`config.mk`:
```
export PLATFORM = sky130hd
export DESIGN_NAME = aes_result_display_sequencer
export DESIGN_NICKNAME = d
export VERILOG_FILES = /design/src/rtl/aes_result_display_sequencer.sv
export SDC_FILE = /design/constraint.sdc
export NUM_CORES = 1
export LEC_CHECK = 0
export CORE_AREA = 2 2 176 178
export DETAILED_ROUTE_END_ITERATION = 12
export DIE_AREA = 0 0 178 180
export HOLD_SLACK_MARGIN = 0.03
export PLACE_DENSITY_LB_ADDON = 0.1
export SETUP_SLACK_MARGIN = 0.15
export SLEW_MARGIN = 25
export SYNTH_ARGS = -nofsm -noshare
export SYNTH_HDL_FRONTEND = slang
export SYNTH_SLANG_ARGS = --single-unit
```
`constraint.sdc`:
```
create_clock -name clk -period 2.1 [get_ports clk]
set_clock_uncertainty 0.1 [all_clocks]
set_input_delay 0.315 -clock clk [delete_from_list [all_inputs] [get_ports clk]]
set_output_delay 0.315 -clock clk [all_outputs]
set_load 0.02 [all_outputs]
```
`src/rtl/aes_result_display_sequencer.sv`:
```
// Captures a 128-bit cipher state and presents its 16 bytes, MSB byte first, as
// 3-digit BCD for the seven-segment decoders, using a sequential double-dabble engine.
module aes_result_display_sequencer #(
  parameter int unsigned DWELL  = 16,
  parameter bit          REPEAT = 1'b0
) (
  input  logic         clk,
  input  logic         reset,
  input  logic         enable,
  input  logic         load,
  input  logic [0:127] data_in,
  output logic         busy,
  output logic [3:0]   byte_idx,
  output logic [3:0]   units,
  output logic [3:0]   tens,
  output logic [3:0]   hunds,
  output logic         digit_valid,
  output logic         done
);

  typedef enum logic [1:0] {IDLE, CONVERT, LATCH, SHOW} state_t;

  localparam logic [15:0] DWELL_LAST = 16'(DWELL - 1);

  state_t        state, state_next;
  logic [0:127]  data_q;
  logic [19:0]   work;        // {hunds, tens, units, binary}
  logic [2:0]    iter;
  logic [15:0]   dwell_cnt;
  logic          dv_q;
  logic          done_q;
  logic [7:0]    next_byte;

  // One shift-add-3 iteration: correct every BCD nibble >= 5, then shift left.
  function automatic logic [19:0] dd_step(input logic [19:0] w);
    logic [19:0] a;
    a = w;
    if (a[19:16] >= 4'd5) a[19:16] = a[19:16] + 4'd3;
    if (a[15:12] >= 4'd5) a[15:12] = a[15:12] + 4'd3;
    if (a[11:8]  >= 4'd5) a[11:8]  = a[11:8]  + 4'd3;
    return {a[18:0], 1'b0};
  endfunction

  always_comb begin
    next_byte = data_q[{byte_idx + 4'd1, 3'b000} +: 8];
  end

  always_ff @(posedge clk or negedge reset) begin
    if (!reset) state <= IDLE;
    else        state <= state_next;
  end

  // NOTE: every output of a combinational block gets a default first, so no path
  // leaves it unassigned and no latch is inferred.
  always_comb begin
    state_next = state;
    if (load) begin
      state_next = CONVERT;
    end else if (enable) begin
      case (state)
        IDLE:    state_next = IDLE;
        CONVERT: if (iter == 3'd7) state_next = LATCH;
        LATCH:   state_next = SHOW;
        SHOW:    if (dwell_cnt == 16'd0)
                   state_next = (byte_idx == 4'd15 && !REPEAT) ? IDLE : CONVERT;
        default: state_next = IDLE;
      endcase
    end
  end

  // NOTE: sequential state uses non-blocking assignments only, so every register
  // in this block samples pre-edge values regardless of statement order.
  always_ff @(posedge clk or negedge reset) begin
    if (!reset) begin
      data_q    <= '0;
      work      <= '0;
      iter      <= '0;
      dwell_cnt <= '0;
      byte_idx  <= '0;
      hunds     <= '0;
      tens      <= '0;
      units     <= '0;
      dv_q      <= 1'b0;
      done_q    <= 1'b0;
    end else begin
      // Pulses are consumed only on enabled cycles, so a pulse due while frozen waits.
      if (enable) begin
        dv_q   <= 1'b0;
        done_q <= 1'b0;
      end
      if (load) begin
        data_q   <= data_in;
        byte_idx <= 4'd0;
        work     <= {12'd0, data_in[0:7]};
        iter     <= 3'd0;
        done_q   <= 1'b0;
      end else if (enable) begin
        case (state)
          CONVERT: begin
            work <= dd_step(work);
            iter <= iter + 3'd1;
          end
          LATCH: begin
            hunds     <= work[19:16];
            tens      <= work[15:12];
            units     <= work[11:8];
            dv_q      <= 1'b1;
            dwell_cnt <= DWELL_LAST;
          end
          SHOW: begin
            if (dwell_cnt == 16'd0) begin
              if (byte_idx == 4'd15) done_q <= 1'b1;
              byte_idx <= byte_idx + 4'd1;
              work     <= {12'd0, next_byte};
              iter     <= 3'd0;
            end else begin
              dwell_cnt <= dwell_cnt - 16'd1;
            end
          end
          default: ;
        endcase
      end
    end
  end

  assign busy        = (state != IDLE);
  assign digit_valid = dv_q & enable;
  assign done        = done_q & enable;

endmodule

```
==> run_results.csv <==
group,metric,value,unit
run_status,outcome,"complete, but fails checks",
run_status,violations,"setup timing",
finish,layout_commonest_cell,"dfrtp_1",
finish,final_layout_size_suffix_gt1_share,36.1,%
clock_tree,numCtsBuffers,17,
power,cellPowerDensity,751,nW/um2
synthesis,yosysTopAreaCellShare,52.6,%
sta,period_share,105,%
die,die_w,178,um
hold_path,hold_class,"in -> async",
placement,place_congestion,0.772,
die,die_y,180,um
sta,whs,0.308,ns
synthesis,ys_seq_area_share,52.6,%
grt,overflow,0,
die,row_count,64,
worst_setup_path,start_kind,"flip-flop",
finish,design_area,12400,um2
worst_setup_path,rrSetupSlack,-0.10,ns
sta,slew_viol_final,0,
sta,finalSetupTns,-0.621,ns
clock_tree,cts-root-buf,"clkbuf_16",
die,dieArea,32000,um2
grt,grt_pass1_wl,37400,um
finish,areaGrowthSynthToFinish,39.6,%
clock_tree,clockBufferDepth,2,
synthesis,synth_flop_cell,"dfrtp_1",
detailed_routing,wl_per_cell,18.6,um
clock_tree,clk_latency,0.44,ns
synthesis,synthesis.nets,831,
synthesis,synthDistinctLibCells,51,
detailed_routing,postRouteAntennaNets,0,
placement,place.detailed.hpwl,17100,um
synthesis,syn-cell-area,8890,um2
detailed_routing,drcViolationCount,0,
worst_setup_path,cp_max_fo,5,
sta,rsz0062_at_grt,"yes",
worst_setup_path,cp_data_required_time,2.31,ns
grt,grt_max_degree,73,
sta,fin_ws,-0.101,ns
worst_setup_path,cp-end-kind,"flip-flop",
detailed_routing,via_per_inst,4.81,
die,core-area,30200,um2
finish,most-common-layout-cells,"dfrtp_1 (184), clkdlybuf4s50_1 (141), mux2_2 (138)",
sta,max-slew-margin-rel,60.6,%
synthesis,syn_avg_cell_area,13.0,um2
synthesis,synth-seq-cells,187,
power,ir_drop,0.539,mV
sta,max_freq,0.454,GHz
synthesis,netlist_instances,685,
worst_setup_path,ff2ff_path_depth,6,
detailed_routing,first_pass_iters,4,
die,io_pins,151,
worst_setup_path,path_class,"reg -> reg",
synthesis,synth_edf_count,0,
synthesis,synth_largest_area_cell,"dfrtp_1",
synthesis,synthArstFlopShare,100,%
run,cap_violations,0,
grt,antenna_found_initial,1,
synthesis,yosys_warnings,0,
detailed_routing,routed_wl,24300,um
detailed_routing,via_count,6255,
placement,dpl_cell_area,11100,um2
sta,worst_pin_slew,0.591,ns
finish,n_antenna_cell,0,
worst_setup_path,worst-endpoint-arrival,2.41,ns
clock_tree,cts_tree,"done",
power,p_leak,5.07,nW
placement,port_buffers,150,
detailed_routing,drt_iter0_drc,361,
grt,grt_pass1_vias,6560,
finish,finalNetCount,1038,
sta,finalWorstPathRequiredPeriod,2.20,ns
synthesis,synth.area.top_cells,"dfrtp_1 (53%), mux2_2 (18%), mux4_1 (3.3%), mux2i_1 (3.2%), ha_1 (2.0%)",
sta,hold_viol,0,
die,start_util,29.4,%
sta,setup_viol,7,
clock_tree,cts_sinks,187,
clock_tree,htreeDepth,4,
grt,grt_usage,15.2,%
clock_tree,clk_pin_slew,0.08,ns
==> stage by stage <==
step,worst slack [ns],instances,total power (W),util [%]
after detailed placement,-0.221,1237,0.00582,36.8
after global placement,-0.139,1237,0.00578,36.8
after CTS,-0.121,1279,0.00921,39.3
after floorplan,0.0245,685,0.00507,-
final,-0.101,1301,0.00932,41.1
after global routing,-0.182,1301,0.00980,41.1
==> path summary, 6_finish.rpt <==
kind | startpoint | end
max reg2reg | byte_idx[0] | work[5]
min | reset | dwell_cnt[15]
max in group asynchronous | reset | data_q[62]
min reg2reg | iter[2] | iter[2]
max | byte_idx[0] | work[5]
min in group clk | data_in[35] | data_q[35]
==> Yosys cell counts, drive strengths merged (3+ instances only) <==
cell      n
dfrtp   187
nand2    23
a21oi    11
xnor2     9
mux2i    28
ha       14
clkbuf   26
nor4      4
xor2     13
inv      15
nand2b    7
mux4     18
a31oi     9
nand4    10
nor2     36
nand3    26
nor2b     4
mux2    144
buf      13
a21o      4
a22oi    14
o21ai    26
a22o      3
nor3      6
a222oi    7
or3       3
and2      7
==> flip-flops by register name (all words and copies together), names as in the netlist, named ones only <==
register	cells
done_q	1
data_q	128
iter	3
dwell_cnt	16
tens	4
state	2
byte_idx	4
units	4
work	20
hunds	4
==> kinds of logic after synthesis <==
logic type,count (synthesis),synth area share [%]
muxes,190,26.4
AOI/OAI and AO/OA,85,6.46
DFF,187,52.6
adders and majority gates,14,1.97
xor gates and xnor gates,22,2.17
and+or+nand+nor,133,7.67
buffers and inverters,54,2.67
==> worst max-delay path, cell delays in order (launching register included) <==
cell	delay, ns
dfrtp_2	0.45
ha_4	0.34
buf_12	0.14
mux4_2	0.34
mux2_4	0.30
a222oi_1	0.29
a31oi_1	0.12
==> layout make-up <==
cell class              instances  area, um2
multi-input cells             444       4270
repair buffers                227       2310
clock inverters                14        173
flip-flops and latches        187       4680
inverters                      15       56.3
clock buffers                  18        429
well taps                     396        495
fillers                      2831      17800
==> metal layers <==
| metal | global-route usage, % | part of all wire (%) |
|---|---|---|
| met5 | 0 | 0.054 |
| met4 | 3.61 | 0.82 |
| met3 | 2.90 | 3.3 |
| met2 | 24.9 | 50 |
| met1 | 20.7 | 46 |
==> power breakdown <==
group	switching [W]	internal [W]
registers	0.000291	0.00398
logic	0.000773	0.00101
clock network	0.00165	0.00162
==> repair_timing <==
action                                  4_1_cts  5_1_grt
hold endpoints to repair                     54        0
endpoints found under the setup margin       41       40
setup buffers                                 8       18
hold buffers                                  2        0
pin swaps                                    11       39
cloned                                        0        4
resized for setup                            23       81
(Power assumes the default switching activity.)
